## src/rtl/iterative_alu.sv

```systemverilog
// Iterative ALU: single-cycle arithmetic/logic ops, plus a bit-serial barrel-free
// shifter and a shift-add multiplier that each retire one bit per clock.
module iterative_alu #(
    parameter int WIDTH = 16
) (
    input  logic             clock,
    input  logic             reset,
    input  logic             start,
    input  logic [2:0]       operation,
    input  logic [WIDTH-1:0] a,
    input  logic [WIDTH-1:0] b,
    output logic             busy,
    output logic             done,
    output logic [WIDTH-1:0] d,
    output logic             carry,
    output logic             low,
    output logic             flag,
    output logic             zero,
    output logic             negative
);

    localparam int CW = $clog2(WIDTH + 1);

    localparam logic [1:0] S_IDLE      = 2'd0;
    localparam logic [1:0] S_SHIFT_RUN = 2'd1;
    localparam logic [1:0] S_MUL_RUN   = 2'd2;

    localparam logic [2:0] OP_ADD   = 3'b000;
    localparam logic [2:0] OP_SUB   = 3'b001;
    localparam logic [2:0] OP_CMP   = 3'b010;
    localparam logic [2:0] OP_AND   = 3'b011;
    localparam logic [2:0] OP_OR    = 3'b100;
    localparam logic [2:0] OP_XOR   = 3'b101;
    localparam logic [2:0] OP_SHIFT = 3'b110;
    localparam logic [2:0] OP_MUL   = 3'b111;

    localparam logic [WIDTH-1:0] ONE   = WIDTH'(1);
    localparam logic [WIDTH-1:0] W_VAL = WIDTH'(WIDTH);
    localparam logic [CW-1:0]    C_ONE = CW'(1);

    logic [1:0]         r_state;
    logic [CW-1:0]      r_cnt;
    logic [WIDTH-1:0]   r_a;
    logic [2*WIDTH-1:0] r_prod;
    logic [WIDTH-1:0]   r_sh;
    logic               r_left;
    logic               r_over;
    logic               r_done;
    logic [WIDTH-1:0]   r_d;
    logic               r_carry, r_low, r_flag, r_zero, r_negative;

    logic [WIDTH:0]     w_sum, w_diff;
    logic [WIDTH-1:0]   w_mag;
    logic               w_over;
    logic [CW-1:0]      w_n;
    logic [WIDTH-1:0]   w_res;
    logic               w_c, w_l, w_f, w_neg;
    logic [WIDTH:0]     w_add;
    logic [2*WIDTH-1:0] w_prod_next;
    logic [WIDTH-1:0]   w_sh_next;
    logic               w_last_next;

    assign w_sum  = {1'b0, a} + {1'b0, b};
    assign w_diff = {1'b0, a} - {1'b0, b};

    // Shift amount is |signed b| clamped to WIDTH; beyond WIDTH the carry reads as 0.
    assign w_mag  = b[WIDTH-1] ? (~b + ONE) : b;
    assign w_over = (w_mag > W_VAL);
    assign w_n    = w_over ? CW'(WIDTH) : CW'(w_mag);

    // NOTE: every always_comb output gets a default first so no latch can be inferred.
    always_comb begin
        w_res = '0;
        w_c   = 1'b0;
        w_l   = 1'b0;
        w_f   = 1'b0;
        w_neg = 1'b0;
        case (operation)
            OP_ADD: begin
                w_res = w_sum[WIDTH-1:0];
                w_c   = w_sum[WIDTH];
                w_f   = (a[WIDTH-1] == b[WIDTH-1]) && (w_sum[WIDTH-1] != a[WIDTH-1]);
            end
            OP_SUB: begin
                w_res = w_diff[WIDTH-1:0];
                w_c   = w_diff[WIDTH];
                w_f   = (a[WIDTH-1] != b[WIDTH-1]) && (w_diff[WIDTH-1] != a[WIDTH-1]);
            end
            OP_CMP: begin
                w_res = w_diff[WIDTH-1:0];
                w_l   = w_diff[WIDTH];
                w_neg = ($signed(a) < $signed(b));
            end
            OP_AND: begin
                w_res = a & b;
                w_neg = a[WIDTH-1] & b[WIDTH-1];
            end
            OP_OR: begin
                w_res = a | b;
                w_neg = a[WIDTH-1] | b[WIDTH-1];
            end
            OP_XOR: begin
                w_res = a ^ b;
                w_neg = a[WIDTH-1] ^ b[WIDTH-1];
            end
            OP_SHIFT: w_res = a;
            default:  w_res = '0;
        endcase
    end

    // Shift-add step: conditionally add the multiplicand into the high half, then shift right.
    assign w_add       = {1'b0, r_prod[2*WIDTH-1:WIDTH]} + (r_prod[0] ? {1'b0, r_a} : '0);
    assign w_prod_next = {w_add, r_prod[WIDTH-1:1]};

    assign w_sh_next   = r_left ? {r_sh[WIDTH-2:0], 1'b0} : {1'b0, r_sh[WIDTH-1:1]};
    assign w_last_next = r_left ? r_sh[WIDTH-1] : r_sh[0];

    // NOTE: working registers (r_a, r_prod, r_sh, r_cnt, ...) are loaded on accept and
    // never read before that, so only the state and the visible outputs are reset.
    // NOTE: sequential state uses non-blocking assignments so every register samples pre-edge values.
    always_ff @(posedge clock) begin
        if (reset) begin
            r_state    <= S_IDLE;
            r_done     <= 1'b0;
            r_d        <= '0;
            r_carry    <= 1'b0;
            r_low      <= 1'b0;
            r_flag     <= 1'b0;
            r_zero     <= 1'b0;
            r_negative <= 1'b0;
        end else begin
            r_done <= 1'b0;
            case (r_state)
                S_IDLE: begin
                    if (start) begin
                        if (operation == OP_MUL) begin
                            r_a     <= a;
                            r_prod  <= {{WIDTH{1'b0}}, b};
                            r_cnt   <= CW'(WIDTH);
                            r_state <= S_MUL_RUN;
                        end else if (operation == OP_SHIFT && w_n != '0) begin
                            r_sh    <= a;
                            r_left  <= ~b[WIDTH-1];
                            r_over  <= w_over;
                            r_cnt   <= w_n;
                            r_state <= S_SHIFT_RUN;
                        end else begin
                            r_d        <= w_res;
                            r_carry    <= w_c;
                            r_low      <= w_l;
                            r_flag     <= w_f;
                            r_zero     <= (w_res == '0);
                            r_negative <= w_neg;
                            r_done     <= 1'b1;
                        end
                    end
                end
                S_SHIFT_RUN: begin
                    r_sh  <= w_sh_next;
                    r_cnt <= r_cnt - C_ONE;
                    if (r_cnt == C_ONE) begin
                        r_state    <= S_IDLE;
                        r_done     <= 1'b1;
                        r_d        <= w_sh_next;
                        r_carry    <= w_last_next & ~r_over;
                        r_low      <= 1'b0;
                        r_flag     <= 1'b0;
                        r_zero     <= (w_sh_next == '0);
                        r_negative <= 1'b0;
                    end
                end
                S_MUL_RUN: begin
                    r_prod <= w_prod_next;
                    r_cnt  <= r_cnt - C_ONE;
                    if (r_cnt == C_ONE) begin
                        r_state    <= S_IDLE;
                        r_done     <= 1'b1;
                        r_d        <= w_prod_next[WIDTH-1:0];
                        r_carry    <= |w_prod_next[2*WIDTH-1:WIDTH];
                        r_low      <= 1'b0;
                        r_flag     <= 1'b0;
                        r_zero     <= (w_prod_next[WIDTH-1:0] == '0);
                        r_negative <= 1'b0;
                    end
                end
                default: r_state <= S_IDLE;
            endcase
        end
    end

    assign busy     = (r_state != S_IDLE);
    assign done     = r_done;
    assign d        = r_d;
    assign carry    = r_carry;
    assign low      = r_low;
    assign flag     = r_flag;
    assign zero     = r_zero;
    assign negative = r_negative;

endmodule

```

## config.mk

```make
export PLATFORM = sky130hd
export DESIGN_NAME = iterative_alu
export DESIGN_NICKNAME = d
export VERILOG_FILES = /design/src/rtl/iterative_alu.sv
export SDC_FILE = /design/constraint.sdc
export NUM_CORES = 1
export LEC_CHECK = 0
export CAP_MARGIN = 20
export CORE_UTILIZATION = 31
export CTS_BUF_LIST = sky130_fd_sc_hd__clkbuf_4
export DETAILED_ROUTE_END_ITERATION = 8
export DONT_BUFFER_PORTS = 1
export PLACE_DENSITY = 0.55
export SLEW_MARGIN = 20
export SYNTH_ARGS = -nofsm -noshare
export SYNTH_HDL_FRONTEND = slang
export SYNTH_SLANG_ARGS = --single-unit
```

## constraint.sdc

```tcl
create_clock -name clock -period 5.4 [get_ports clock]
set_input_delay 1.08 -clock clock [delete_from_list [all_inputs] [get_ports clock]]
set_output_delay 1.08 -clock clock [all_outputs]
set_load 0.03 [all_outputs]
```

==> metrics.md, run 1 <==
| Metric | Value |
|---|---|
| Pwr dens | `196 nW/µm²` |
| First-pass GRT wire length | `46500 µm` |
| Router iterations before antenna repair | `6` |
| Die area | `28200 µm²` |
| Floorplan row count | `60` |
| Reg clk slew, reported paths | `0.16 ns` |
| Switch share | `36.1%` |
| LEAKAGE | `3.27 nW` |
| Ys Warns | `0` |
| Congestion Overflow GR | `0` |
| Synth Net Count | `1154` |
| Critical path's slowest cell | `a2111oi_0` |
| CP Max Fanout | `11` |
| Placed Area | `8810 µm²` |
| Drc violations | `0` |
| Post-route setup TNS | `0 ns` |
| Clock Sinks | `95` |
| Post-CTS Hold Fix Bufs | `0` |
| Fraction of layout cells with a size suffix above 1 | `5.56%` |
| Post-synth EDFFs | `71` |
| Ranking of synthesized cells by area | `edfxtp_1, ha_1, dfxtp_1, nand2_1, o21ai_0` |
| Worst path top cell family by delay | `compound AO/OA/AOI/OAI gates` |
| DP HPWL | `23700 µm` |
| Root Buffer Master | `clkbuf_4` |
| Total power draw | `1.76 mW` |
| Initial antenna violation count | `1` |
| CP cell instances | `inv_1 -> ha_1 -> nor2_1 -> a32oi_1 -> a32oi_1 -> xnor2_1 -> a2111oi_0 -> o21ai_0 -> nor4_1 -> nand4_1 -> o31ai_1` |
| Clk network pwr share | `23.3%` |
| Setup-failing EPs final | `0` |
| Post_cts resized | `0` |
| Status | `completed` |
| Hold Path Depth | `2` |
| Cells after Synth | `1042` |
| Max-slew headroom | `25.7%` |
| Int Pwr | `1.13 mW` |
| Post-layout min period | `4.17 ns` |
| Gpl congestion | `0.947` |
| Core Area | `27000 µm²` |
| Total GRT Usage | `21.7%` |
| CTS max path bufs | `2` |
| TritonCTS clock tree | `done` |
| Final wirelength | `30800 µm` |
| Largest net degree at the start of global routing | `53` |
| Critical path buffers and inverters | `1` |
| Endpoints failing hold | `0` |
| Die Span X | `168 µm` |
| CP Launch Type | `input pin` |
| Register area share after synthesis | `30.6%` |
| Post-Syn Area | `8530 µm²` |
| Vias in the first global route | `7441` |
| Routing usage on met1 | `30.1%` |
| Num ports | `61` |
| Slew @ Worst Pin | `1.09 ns` |
| Fin. max-slew vios | `0` |
| Grt met2 use | `33.9%` |
| Flops & latches, synth | `95` |
| Post-route ant nets | `0` |
| Flop pwr share | `48.6%` |
| Per-cell routed wire length | `22.8 µm` |
| Achievable clock frequency | `0.240 GHz` |
| P_sw | `635 µW` |
| WS Path Type | `input pin to flop` |
| Initial Utilization | `31.6%` |
| Critical Path Max Stage Delay | `0.97 ns` |
| H-tree depth | `3` |
| TritonCTS buffer count | `9` |
| Most used DFF post-synth | `edfxtp_1` |
| Avg Inst Size Synth | `8.18 µm²` |
| Max-cap violation count | `0` |
| Min-delay src | `r_state[0]` |
| Hold EP | `r_state[0]` |
| Library cells used by synthesis | `74` |
| Maximum vdd drop | `0.106 mV` |
| Synth top area share | `25.0%` |
| Vias | `8118` |
| Worst setup margin | `1.23 ns` |
| Gr busiest metal | `met2` |
| Vias/cell | `6.01` |
| Reg2Reg Setup Slack | `1.28 ns` |
| Worst path required time | `5.77 ns` |
| Reg2reg path depth | `14` |
| Worst path arrival time | `4.54 ns` |
| Area Growth Syn to Fin | `5.33%` |
| Worst skew pair latency | `0.46 ns` |
| Port bufs | `0` |
| Final worst-path cycle share | `77.3%` |
| CP Capture Type | `flop` |
| GR Util met3 | `3.43%` |
| Combinational fraction of design power | `28.0%` |
| Drt first-iter violations | `979` |
| Nets@finish | `1115` |
| Worst Skew | `0.0340 ns` |
| Dpl ws | `0.842 ns` |
| Hold Crit Class | `flop to flop` |
| Fin area | `8980 µm²` |
| Synth area leader | `edfxtp_1` |
| RSZ-0062 raised after global routing | `false` |
| Reg2reg start | `r_prod[0]` |
| Post-CTS Setup Inserts | `0` |
| Synth async-reset ratio | `0%` |
| Die H | `168 µm` |
| Crit path top cell by count | `a32oi_1` |
| Reg-to-Reg End | `carry` |
[worst reg2reg max path, delay by kind of cell, from the launching register on]
family | cells | cell delay, ns
fa+ha+maj | 2 | 0.57
flops | 1 | 0.70
simple gates | 4 | 0.99
buf+inv | 2 | 0.26
compound gates | 6 | 1.47
[worst max-delay path by stage]
stage | startpoint | endpoint | slack, ns | cells after the start
after global routing | r_prod[0] | carry | 0.87 | 14
after floorplan | b[0] | r_sh[0] | 1.24 | 12
after global placement | b[4] | zero | 1.01 | 11
final | b[4] | zero | 1.23 | 11
after detailed placement | b[4] | zero | 0.84 | 11
after CTS | r_prod[0] | carry | 1.27 | 14
[logic make-up (layout without fill, tap and decap cells)]
| group | after synthesis | after routing | synth area share [%] |
|---|---|---|---|
| xor gates and xnor gates | 23 | 23 | 2.36 |
| adders and majority gates | 74 | 74 | 11.1 |
| DFF | 95 | 95 | 30.6 |
| muxes | 21 | 21 | 2.63 |
| AOI/OAI and AO/OA | 326 | 326 | 25.4 |
| other | 0 | 1 | 0 |
| and+or+nand+nor | 379 | 379 | 22.3 |
| buffers and inverters | 124 | 90 | 5.56 |
[layout by cell type, fill, tap and decap left out, types with 12 or more instances in the layout]
cell | Yosys | routed
xnor2_1 | 19 | 19
a31oi_1 | 14 | 14
dfxtp_1 | 24 | 24
nor2_1 | 78 | 77
nand2_1 | 106 | 106
or3_1 | 12 | 12
nor4_1 | 21 | 21
nand3_1 | 27 | 27
a211oi_1 | 12 | 12
ha_1 | 71 | 71
nor2b_1 | 19 | 19
nor3_1 | 34 | 34
o211ai_1 | 24 | 24
o21ai_0 | 78 | 78
buf_4 | 0 | 12
edfxtp_1 | 71 | 71
and2_1 | 29 | 29
a21oi_1 | 73 | 72
inv_1 | 60 | 61
[final cells by class]
type / count / area (µm²)
sequential: 95 / 2610
tap: 341 / 427
clock buffer: 9 / 67.6
fill: 2774 / 18000
clock inverter: 7 / 70.1
inverter: 61 / 229
antenna: 1 / 2.50
multi-input combinational: 823 / 5450
timing repair buffer: 13 / 118
[metal layers]
metal	vias up	wire length [µm]
met4	0	1020
met5	-	0
met3	46	2560
met1	3851	13400
li1	3804	-
met2	417	13800
[power by group through the flow]
| stage | clock [mW] | combinational (mW) | sequential, mW |
|---|---|---|---|
| 2_1_floorplan | 0 | 0.360 | 0.866 |
| 3_3_place_gp | 0 | 0.478 | 0.872 |
| 3_5_place_dp | 0 | 0.476 | 0.873 |
| 4_1_cts | 0.418 | 0.479 | 0.856 |
| 5_1_grt | 0.443 | 0.534 | 0.859 |
| 6_report | 0.411 | 0.493 | 0.856 |
[flip-flops by register name, indices dropped and copies added, names as in the netlist]
name and cells:
low 1, negative 1, d 16, r_over 1, r_left 1, zero 1
r_sh 16, r_a 16, done 1, carry 1, r_prod 32, r_state 2
r_cnt 5, flag 1
[through the flow]
| step | instances | hold WS, ns | utilization, % |
|---|---|---|---|
| 6_report | 1350 | 0.585 | 33.3 |
| 5_1_grt | 1350 | 0.612 | 33.3 |
| 4_1_cts | 1348 | 0.590 | 33.2 |
| 3_5_place_dp | 1332 | 0.554 | 32.7 |
| 3_3_place_gp | 1332 | 0.541 | 32.7 |
| 2_1_floorplan | 1042 | 0.507 | - |
[synth_stat cells (all sizes together), types with 5 or more instances]
library cell and number:
and3 6, or3 12, a211o 8, or2 6
o31a 6, clkbuf 54, nand3 27, a22oi 9
o21a 10, mux2 11, a21oi 73, ha 71
a21o 11, nor4b 5, or4 10, buf 9
nand2 106, nor3 34, xnor2 19, o22ai 8
o2111ai 7, a211oi 12, o21ai 78, mux2i 10
nor2 78, nand4 6, a31oi 15, and2 29
o211ai 24, nor2b 19, nand2b 7, dfxtp 24
nor4 22, inv 60, edfxtp 71, a21boi 5
Note: power is estimated with default switching activity, not from simulation.
==> run 2: changes to the inputs <==
clock period = 4.1 ns   (was 5.4 ns; I/O delays follow)
==> run 2 against run 1 <==
Net effect:
- clock power grew 26%
- die area is the same
- worst hold slack lost 0.19 ns
- non-clock buffer count grew 26
- register-to-register slack lost 1.0 ns
- clock-buffer cell count is the same
- sequential cell count is the same
- global-route usage is essentially flat
- first-iteration DRC count shrank 22%
- wire length shrank 0.54%
- sequential power grew 32%
==> metrics.md, run 2 (synthesis gave the netlist of run 1 again) <==
| Metric | Value |
|---|---|
| Status | `completed` |
| Drt first-iter violations | `764` |
| Worst setup endpoint | `carry` |
| Root Buffer Master | `clkbuf_4` |
| Total GRT Usage | `21.7%` |
| Final worst-path cycle share | `94.3%` |
| Fraction of layout cells with a size suffix above 1 | `8.03%` |
| Most frequent cells in the layout | `nand2_1, o21ai_0, nor2_1, a21oi_1` |
| Post-route setup TNS | `0 ns` |
| Worst Skew | `0.0120 ns` |
| RSZ-0062 raised after global routing | `false` |
| TritonCTS clock tree | `done` |
| WHS | `0.397 ns` |
| Setup-failing EPs final | `0` |
| Post-CTS Hold Fix Bufs | `0` |
| WS Path Type | `flop to flop` |
| P_sw | `868 µW` |
| Largest net degree at the start of global routing | `53` |
| Slew @ Worst Pin | `0.966 ns` |
| CP Launch Type | `flop` |
| Combinational fraction of design power | `29.5%` |
| Top reg by flops | `r_prod` |
| Pwr dens | `254 nW/µm²` |
| Reg2Reg Setup Slack | `0.23 ns` |
| Max-slew headroom | `35.5%` |
| CP Capture Type | `flop` |
| Post-layout min period | `3.87 ns` |
| TritonCTS buffer count | `9` |
| Initial Utilization | `31.6%` |
| H-tree depth | `3` |
| Endpoints failing hold | `0` |
| Achievable clock frequency | `0.259 GHz` |
| CP Max Fanout | `11` |
| DP HPWL | `24100 µm` |
| Max reg flops | `32` |
| Flop pwr share | `48.3%` |
| Worst path required time | `4.46 ns` |
| CTS max path bufs | `2` |
| Num ports | `61` |
| Port bufs | `0` |
| Clock Sinks | `95` |
| Die Span X | `168 µm` |
| Nets@finish | `1141` |
| Clk network pwr share | `22.1%` |
| Total power draw | `2.33 mW` |
| Drc violations | `0` |
| Switch share | `37.3%` |
| Area Growth Syn to Fin | `7.46%` |
| Floorplan row count | `60` |
| Max-cap violation count | `0` |
| Worst path arrival time | `4.23 ns` |
| Initial antenna violation count | `2` |
| Worst skew pair latency | `0.46 ns` |
| Reg clk slew, reported paths | `0.17 ns` |
| Die H | `168 µm` |
| Per-cell routed wire length | `22.3 µm` |
| Vias in the first global route | `7581` |
| Router iterations before antenna repair | `5` |
| LEAKAGE | `3.39 nW` |
| Int Pwr | `1.46 mW` |
| Vias/cell | `5.89` |
| Core Area | `27000 µm²` |
| Commonest non-fill, non-tap cell in the layout | `nand2_1` |
| Post-route ant nets | `0` |
| Gpl congestion | `0.921` |
| Reg2reg start | `r_prod[0]` |
| First-pass GRT wire length | `46400 µm` |
| Congestion Overflow GR | `0` |
| Final wirelength | `30600 µm` |
| Vias | `8107` |
| Fin. max-slew vios | `0` |
| Die area | `28200 µm²` |
| Reg2reg path depth | `13` |
| Hold Crit Class | `input pin to flop` |
| CP Launch Point | `r_prod[0]` |
| Final Util | `34.0%` |
| Maximum vdd drop | `0.174 mV` |
| Reg-to-Reg End | `carry` |
## run 2: routing by layer
layer	routed length, µm	track usage, %	share of wire, %
met1	13700	29.8	45
met2	13200	32.8	43
met3	2450	4.44	8.0
met4	1230	9.45	4.0
met5	0	0	0
## run 2: worst min path at each step
| stage | from | end | slack, ns | cells after the start |
|---|---|---|---|---|
| 6_report | reset | d[0] | 0.40 | 1 |
| 5_1_grt | reset | d[0] | 0.36 | 1 |
| 4_1_cts | reset | d[4] | 0.37 | 1 |
| 3_5_place_dp | r_state[1] | r_state[1] | 0.56 | 1 |
| 3_3_place_gp | r_state[0] | r_state[0] | 0.55 | 2 |
| 2_1_floorplan | r_state[0] | r_state[0] | 0.51 | 2 |
## run 2: power groups by stage
stage,combinational (mW),clock [mW],sequential [mW]
2_1_floorplan,0.475,0,1.14
3_3_place_gp,0.669,0,1.15
3_5_place_dp,0.669,0,1.15
4_1_cts,0.672,0.533,1.13
5_1_grt,0.747,0.561,1.13
6_report,0.688,0.516,1.13
## run 2: cell type report
cell class	instances	area, µm²
fill	2859	17800
multi-input combinational	823	5450
sequential	95	2610
tap	341	427
timing repair buffer	39	305
inverter	61	229
clock buffer	9	67.6
clock inverter	7	63.8
antenna	1	2.50
## run 2: what timing repair did
item                                    4_1_cts  5_1_grt
resized for setup                             0        1
setup buffers                                 0        0
endpoints found under the setup margin        0        1
endpoints found under the hold margin         0        0
## run 2: metrics by stage
step	std cells	worst slack [ns]	area, µm²
after floorplan	1042	0.200	8530
after global placement	1359	0.185	9030
after detailed placement	1359	0.128	9030
after CTS	1375	0.188	9160
after global routing	1376	0.0111	9160
final	1376	0.233	9160
## run 2: worst max-delay path, cell delays in order, from the launching register on
cell and delay (ns):
edfxtp_1 0.47, buf_4 0.20, and2_1 0.14, ha_1 0.37, o21a_1 0.22, o31a_1 0.11
o21ai_0 0.24, a31oi_1 0.22, or3_1 0.39, a211o_1 0.29, or4_1 0.41, a2111oi_1 0.44
buf_4 0.21, o41ai_1 0.06
